$ cat src/rtl/gpio_control_pkg.sv
// Shared definitions for the GPIO-control Wishbone initiator: FSM states,
// register word offsets of the GPIO-control slave, and default sizing.
package gpio_control_pkg;

  typedef enum logic [1:0] {
    ST_IDLE = 2'd0,
    ST_BUS  = 2'd1,
    ST_RESP = 2'd2
  } state_t;

  // Byte base of the GPIO-control slave on the user Wishbone bus.
  localparam logic [31:0] GPIO_CTRL_BASE_DEFAULT = 32'h3000_0000;

  // Width of the STB-without-ACK timeout counter (supports up to 65535 cycles).
  localparam int TO_CNT_W = 16;

  // Word offsets inside the GPIO-control block.
  localparam logic [7:0] GPIO_OFF_XFER       = 8'h00;
  localparam logic [7:0] GPIO_OFF_PWR        = 8'h01;
  localparam logic [7:0] GPIO_OFF_PIN_SEL_LO = 8'h02;
  localparam logic [7:0] GPIO_OFF_PIN_SEL_HI = 8'h03;
  localparam logic [7:0] GPIO_OFF_PIN_CFG0   = 8'h08;
  localparam int         GPIO_NUM_PINS       = 38;

  // Word offset of the per-pin configuration register for a given pin.
  function automatic logic [7:0] pin_cfg_off(input logic [5:0] pin);
    return GPIO_OFF_PIN_CFG0 + {2'b00, pin};
  endfunction

endpackage

$ cat src/rtl/gpio_control_wb_master.sv
// Wishbone classic initiator for the GPIO-control register block. Takes one
// read/write command at a time, runs a single STB/ACK transaction with a
// bounded wait, and returns read data or a timeout flag on the response port.
module gpio_control_wb_master
  import gpio_control_pkg::*;
#(
  parameter logic [31:0] BASE_ADDR      = GPIO_CTRL_BASE_DEFAULT,
  parameter int          TIMEOUT_CYCLES = 16
) (
  input  logic        wb_clk_i,
  input  logic        wb_rst_i,
  // command port
  input  logic        cmd_valid_i,
  output logic        cmd_ready_o,
  input  logic        cmd_we_i,
  input  logic [7:0]  cmd_off_i,
  input  logic [31:0] cmd_dat_i,
  input  logic [3:0]  cmd_sel_i,
  // response port
  output logic        rsp_valid_o,
  input  logic        rsp_ready_i,
  output logic [31:0] rsp_dat_o,
  output logic        rsp_err_o,
  // Wishbone initiator
  output logic        wbm_cyc_o,
  output logic        wbm_stb_o,
  output logic        wbm_we_o,
  output logic [3:0]  wbm_sel_o,
  output logic [31:0] wbm_adr_o,
  output logic [31:0] wbm_dat_o,
  input  logic [31:0] wbm_dat_i,
  input  logic        wbm_ack_i
);

  // Counter value seen during the last permitted STB cycle.
  localparam logic [TO_CNT_W-1:0] TO_LAST = TO_CNT_W'(TIMEOUT_CYCLES - 1);

  state_t              r_state;
  logic [TO_CNT_W-1:0] r_cnt;
  logic [31:0]         w_adr;

  // Word offset scaled to bytes; the sum wraps at 32 bits by design.
  assign w_adr       = BASE_ADDR + {22'b0, cmd_off_i, 2'b00};
  assign cmd_ready_o = (r_state == ST_IDLE);

  // Transaction FSM with inline timeout counter; all bus/response outputs registered.
  always_ff @(posedge wb_clk_i) begin
    if (wb_rst_i) begin
      r_state     <= ST_IDLE;
      r_cnt       <= '0;
      wbm_cyc_o   <= 1'b0;
      wbm_stb_o   <= 1'b0;
      wbm_we_o    <= 1'b0;
      wbm_sel_o   <= '0;
      wbm_adr_o   <= '0;
      wbm_dat_o   <= '0;
      rsp_valid_o <= 1'b0;
      rsp_dat_o   <= '0;
      rsp_err_o   <= 1'b0;
    end else begin
      unique case (r_state)
        ST_IDLE: begin
          // Bus qualifiers are loaded here and then held until the next command.
          if (cmd_valid_i) begin
            wbm_we_o  <= cmd_we_i;
            wbm_sel_o <= cmd_sel_i;
            wbm_dat_o <= cmd_dat_i;
            wbm_adr_o <= w_adr;
            wbm_cyc_o <= 1'b1;
            wbm_stb_o <= 1'b1;
            r_cnt     <= '0;
            r_state   <= ST_BUS;
          end
        end
        ST_BUS: begin
          r_cnt <= r_cnt + 1'b1;
          // ACK takes priority over a timeout landing in the same cycle.
          if (wbm_ack_i) begin
            wbm_cyc_o   <= 1'b0;
            wbm_stb_o   <= 1'b0;
            rsp_dat_o   <= wbm_we_o ? 32'h0 : wbm_dat_i;
            rsp_err_o   <= 1'b0;
            rsp_valid_o <= 1'b1;
            r_state     <= ST_RESP;
          end else if (r_cnt == TO_LAST) begin
            wbm_cyc_o   <= 1'b0;
            wbm_stb_o   <= 1'b0;
            rsp_dat_o   <= 32'h0;
            rsp_err_o   <= 1'b1;
            rsp_valid_o <= 1'b1;
            r_state     <= ST_RESP;
          end
        end
        ST_RESP: begin
          if (rsp_ready_i) begin
            rsp_valid_o <= 1'b0;
            r_state     <= ST_IDLE;
          end
        end
        default: r_state <= ST_IDLE;
      endcase
    end
  end

endmodule
$ cat config.mk
export PLATFORM = sky130hd
export DESIGN_NAME = gpio_control_wb_master
export DESIGN_NICKNAME = d
export VERILOG_FILES = /design/src/rtl/gpio_control_pkg.sv /design/src/rtl/gpio_control_wb_master.sv
export SDC_FILE = /design/constraint.sdc
export NUM_CORES = 1
export LEC_CHECK = 0
export BUFFER_PORTS_ARGS = -buffer_cell sky130_fd_sc_hd__buf_4
export CAP_MARGIN = 20
export CELL_PAD_IN_SITES_DETAIL_PLACEMENT = 1
export CELL_PAD_IN_SITES_GLOBAL_PLACEMENT = 1
export CORE_MARGIN = 2
export CORE_UTILIZATION = 30
export DETAILED_ROUTE_END_ITERATION = 12
export PLACE_DENSITY_LB_ADDON = 0.1
export SKIP_CTS_REPAIR_TIMING = 1
export SLEW_MARGIN = 15
export SYNTH_ARGS = -nofsm -noshare
export SYNTH_HDL_FRONTEND = slang
export SYNTH_SLANG_ARGS = --single-unit
$ cat constraint.sdc
create_clock -name wb_clk_i -period 3.4 [get_ports wb_clk_i]
set_input_delay 0.51 -clock wb_clk_i [delete_from_list [all_inputs] [get_ports wb_clk_i]]
set_output_delay 0.51 -clock wb_clk_i [all_outputs]
set_load 0.005 [all_outputs]
# ---- Word-level counts from Yosys, hierarchy flattened
# Index checks and enable logic that the tools add are counted.
dict set report word_totals {
  reg_bits 122
  latchBits 0
  mem_bits_rw 0
  romBits 0
  output_inout_bits 106
  wordCells 47
  n_memories 0
}
dict set report op_classes {
  add_sub_neg 2
  n_mul 0
  n_div 0
  n_lt_le_gt_ge 0
  n_eq_ne 6
  shift 0
  muxes 19
  bitwise_logic 0
  n_reduce_logical 10
}
# operator n
set ops {}
lappend ops {{$mux 32} 3}
lappend ops {{$pmux 16 s2} 1}
lappend ops {{$add 30x10->31 const A} 1}
lappend ops {{$add 16x1->16 const B} 1}
lappend ops {{$eq 16x4->1 const B} 1}
lappend ops {{$mux 16} 1}
lappend ops {{$reduce_and 3->1} 3}
lappend ops {{$mux 2} 4}
lappend ops {{$mux 1} 7}
lappend ops {{$pmux 2 s3} 1}
lappend ops {{$reduce_and 2->1} 3}
lappend ops {{$reduce_bool 2->1} 3}
lappend ops {{$ne 2x2->1 const B} 2}
lappend ops {{$pmux 1 s2} 2}
lappend ops {{$ne 3x3->1 const B} 1}
lappend ops {{$eq 2x1->1 const B} 1}
lappend ops {{$eq 2x2->1 const B} 1}
lappend ops {{$logic_not 2->1} 1}

# ---- Longest topological paths before layout
dict set report depth {
  ltp_word 4
  ltp_mapped 6
}

# ---- Worst setup path before layout
# OpenSTA, ideal clock, no wires.
dict set report synth_path {
  kind {input to register}
  startpoint {input port cmd_valid_i}
  endpoint {register wbm_adr_o[4]}
  setup_time_ps 132
  arrival_time_ps 1468
  required_ps 3268
  slack_ps 1800
  stages 5
  path_cell_list {or3b_2 > clkbuf_8 > clkbuf_1 > nand2_1 > a21oi_1}
}
dict set report synth_between {
  elab_chain_len 1
}
# element line_no
set synth_lines {}
lappend synth_lines {{from (decl)} gpio_control_wb_master.sv:13} ;# input logic cmd_valid_i,
lappend synth_lines {{$reduce_and 2->1 (no line)} --}
lappend synth_lines {{to (signal assigned)} gpio_control_wb_master.sv:68} ;# wbm_adr_o <= w_adr;
lappend synth_lines {{to (decl)} gpio_control_wb_master.sv:29} ;# output logic [31:0] wbm_adr_o,
# Every way passes these cells.
# A chain may end at the register's enable or synchronous reset.

# ---- Worst setup path in the final report
dict set report layout_path {
  startpoint {register r_state[0]}
  endpoint {register rsp_dat_o[7]}
}
dict set report layout_between {
  elab_chain_len 2
}
# element line_no
set layout_lines {}
lappend layout_lines {{from (decl)} gpio_control_wb_master.sv:38} ;# state_t r_state;
lappend layout_lines {{from (signal assigned)} gpio_control_wb_master.sv:49} ;# r_state <= ST_IDLE;
lappend layout_lines {{from (signal assigned)} gpio_control_wb_master.sv:72} ;# r_state <= ST_BUS;
lappend layout_lines {{from (signal assigned)} gpio_control_wb_master.sv:84} ;# r_state <= ST_RESP;
lappend layout_lines {{$eq 2x1->1} gpio_control_wb_master.sv:61} ;# unique case (r_state)
lappend layout_lines {{$reduce_and 2->1 (no line)} --}
lappend layout_lines {{to (signal assigned)} gpio_control_wb_master.sv:81} ;# rsp_dat_o <= wbm_we_o ? 32'h0 : wbm_dat_i;
lappend layout_lines {{to (decl)} gpio_control_wb_master.sv:22} ;# output logic [31:0] rsp_dat_o,
# Every way passes these cells.

==> impl_metrics.env <==
export IMPL_synth_edf_count=0
export IMPL_synth_area_leaders="dfxtp_1 (50%), nand2_1 (12%), a21oi_1 (12%)"
export IMPL_cp_cell_sequence="nand2b_1 > nor3b_4 > buf_4 > nand2_1 > a21oi_1"
export IMPL_ys_warn_count=0
export IMPL_place_area_sq_um=5210
export IMPL_drive_gt1_frac=0.310
export IMPL_synth_top_area_cell="dfxtp_1"
export IMPL_cp_slowest_cell="nand2b_1"
export IMPL_max_slew_margin_rel=0.358
export IMPL_fin_ws_ns=1.37
export IMPL_dpl_cell_count=798
export IMPL_fin_tns_setup_ns=0
export IMPL_track_usage=0.168
export IMPL_synth_fa_ha_area_frac=0.00315
export IMPL_worstSetupPathType="reg -> reg"
export IMPL_cp_max_fo=32
export IMPL_muxShareOfSynthArea=0.00568
export IMPL_final_core_util=0.422
export IMPL_grt_max_degree=79
export IMPL_crit_cells=5
export IMPL_synth_area_sq_um=3970
export IMPL_hp_class="in -> reg"
export IMPL_ios=188
export IMPL_die_h_um=119
export IMPL_cts_tree="done"
export IMPL_reg2reg_depth=5
export IMPL_grt_antenna_before_repair=0
export IMPL_clockBufferDepth=2
export IMPL_cpPeakStageDelay_ns=0.56
export IMPL_vdd_ir_drop_worst_v=0.000249
export IMPL_grt_pass1_vias=3861
export IMPL_ant_nets=0
export IMPL_grt_pass1_wl_um=19100
export IMPL_drt_first_pass_iters=4
export IMPL_final_common_cell="buf_4"
export IMPL_ys_seq_elements=99
export IMPL_mostFrequentLayoutCells="buf_4 (171), nand2_1 (131), dfxtp_1 (99)"
export IMPL_dpl_worst_slack_ns=1.32
export IMPL_syn_avg_cell_area_sq_um=8.13
export IMPL_period_share=0.596
export IMPL_final_area_sq_um=5520
export IMPL_cts_buffers=9
export IMPL_wl_per_cell_um=14.6
export IMPL_p_leak_nw=2.33
export IMPL_timing_hold_ws_ns=0.411
export IMPL_vias_per_cell=4.73
export IMPL_drtIter0Drc=135
export IMPL_crit_family="simple AND/OR/NAND/NOR gates"
export IMPL_syn_to_final_growth_pct=39.2
export IMPL_clock_latency_ns=0.34
export IMPL_synth_top_family_by_area="simple AND/OR/NAND/NOR gates"
export IMPL_synth_simple_area_share=0.210
export IMPL_grt_ovfl_total=0
export IMPL_cp_required_ns=3.67
export IMPL_rsz0062_at_grt="false"
export IMPL_ys_types=44
export IMPL_fin_skew_ns=0.00699
export IMPL_max_slew_worst_pin_slew_ns=0.963
export IMPL_numClockSinks=99
export IMPL_synth_xor_area_share=0.00221
export IMPL_status="finished clean"
export IMPL_via_count=3853
export IMPL_port_buffers=165
export IMPL_detailed_place_hpwl_um=8260
export IMPL_initial_core_util=0.303
export IMPL_synth_compound_area_frac=0.188
export IMPL_cp_arrival_ns=2.30
export IMPL_fin_crit_ns=2.03
export IMPL_syn_inst=488
export IMPL_stdcell_count=814
export IMPL_maxSlewViolCount=0
export IMPL_drc=0
export IMPL_routed_wl_um=11900
export IMPL_synth_top_area_share=0.500
export IMPL_h_tree_depth=3
export IMPL_p_total_mw=2.68
export IMPL_finalSetupViolations=0
export IMPL_fmax_ghz=0.494
export IMPL_layout_nets=716
export IMPL_fp_row_count=42
export IMPL_gp_congestion=0.707
export IMPL_powerDensity_nw_per_um2=485
export IMPL_async_reset_ff_frac=0
export IMPL_critPathLaunchType="flip-flop"
export IMPL_cap_viol_max_count=0
export IMPL_end_kind="flip-flop"
export IMPL_clock_root_buffer="clkbuf_16"
export IMPL_hold_viol=0
export IMPL_n_antenna_cell=0
export IMPL_fp_coreArea_sq_um=13100
export IMPL_hold_depth=3
export IMPL_path_clk_slew_ns=0.07
export IMPL_dieArea_sq_um=14200
export IMPL_seq_area_frac_synth=0.500
export IMPL_worst_path_buf_inv=1
export IMPL_yosys_most_used_dff="dfxtp_1"
export IMPL_die_w_um=119
worst paths after layout:
path,start,endpoint,slack [ns]
min,wbm_dat_i[24],rsp_dat_o[24],0.41
max reg2reg,r_state[0],rsp_dat_o[7],1.37
max,r_state[0],rsp_dat_o[7],1.37
min reg2reg,wbm_dat_o[25],wbm_dat_o[25],0.46
cells in the mapped netlist, types with 2 or more instances:
master	count
nand2_1	131
dfxtp_1	99
a21oi_1	92
o21ai_0	32
buf_4	25
clkbuf_1	24
nor2_1	11
nand4_1	6
buf_2	5
nand3_1	5
o211ai_1	5
or3_1	5
a31oi_1	3
and3_1	3
o21ai_1	3
a211oi_1	2
and2_1	2
and4_1	2
buf_6	2
clkbuf_8	2
mux2_2	2
nand2b_1	2
nor4_1	2
or3b_2	2
or4_1	2
power by group:
group          internal, mW  leakage (nW)  switching, mW  total [mW]
registers              1.22         0.807         0.0340        1.25
clock network         0.618         0.151          0.453        1.07
logic                 0.175          1.37          0.180       0.355
total                  2.01          2.33          0.667        2.68
worst min-delay path: stages:
cell	delay (ns)
buf_4	0.11
nand2_1	0.04
a21oi_1	0.05
layout make-up:
cell class / instances / area [sq um]
clock buffers: 12 / 256
clock inverters: 4 / 57.6
fillers: 1574 / 7560
inverters: 1 / 3.75
multi-input cells: 351 / 1720
flip-flops and latches: 99 / 1980
well taps: 176 / 220
repair buffers: 171 / 1280
flip-flops by register name (all words and copies together), names as in the netlist:
signal	flops
r_cnt	16
r_state	2
rsp_dat_o	32
rsp_err_o	1
rsp_valid_o	1
wbm_adr_o	9
wbm_dat_o	32
wbm_sel_o	4
wbm_stb_o	1
wbm_we_o	1
metal layers:
metal  vias to the layer above  global-route usage  wire (um)
li1                       1903                   -          -
met1                      1828               0.196       4990
met2                       110               0.282       5810
met3                        12              0.0580        888
met4                         0              0.0670        189
met5                         -                   0          0
kinds of logic (layout without fill, tap and decap cells):
kind of cell               Yosys count  after routing
other                                1             22
AOI/OAI and AO/OA                  141            141
muxes                                2              2
and+or+nand+nor                    184            184
buffers and inverters               59            188
xor gates and xnor gates             1              1
adders and majority gates            1              1
DFF                                 99             99
Note: power is estimated with default switching activity, not from simulation.
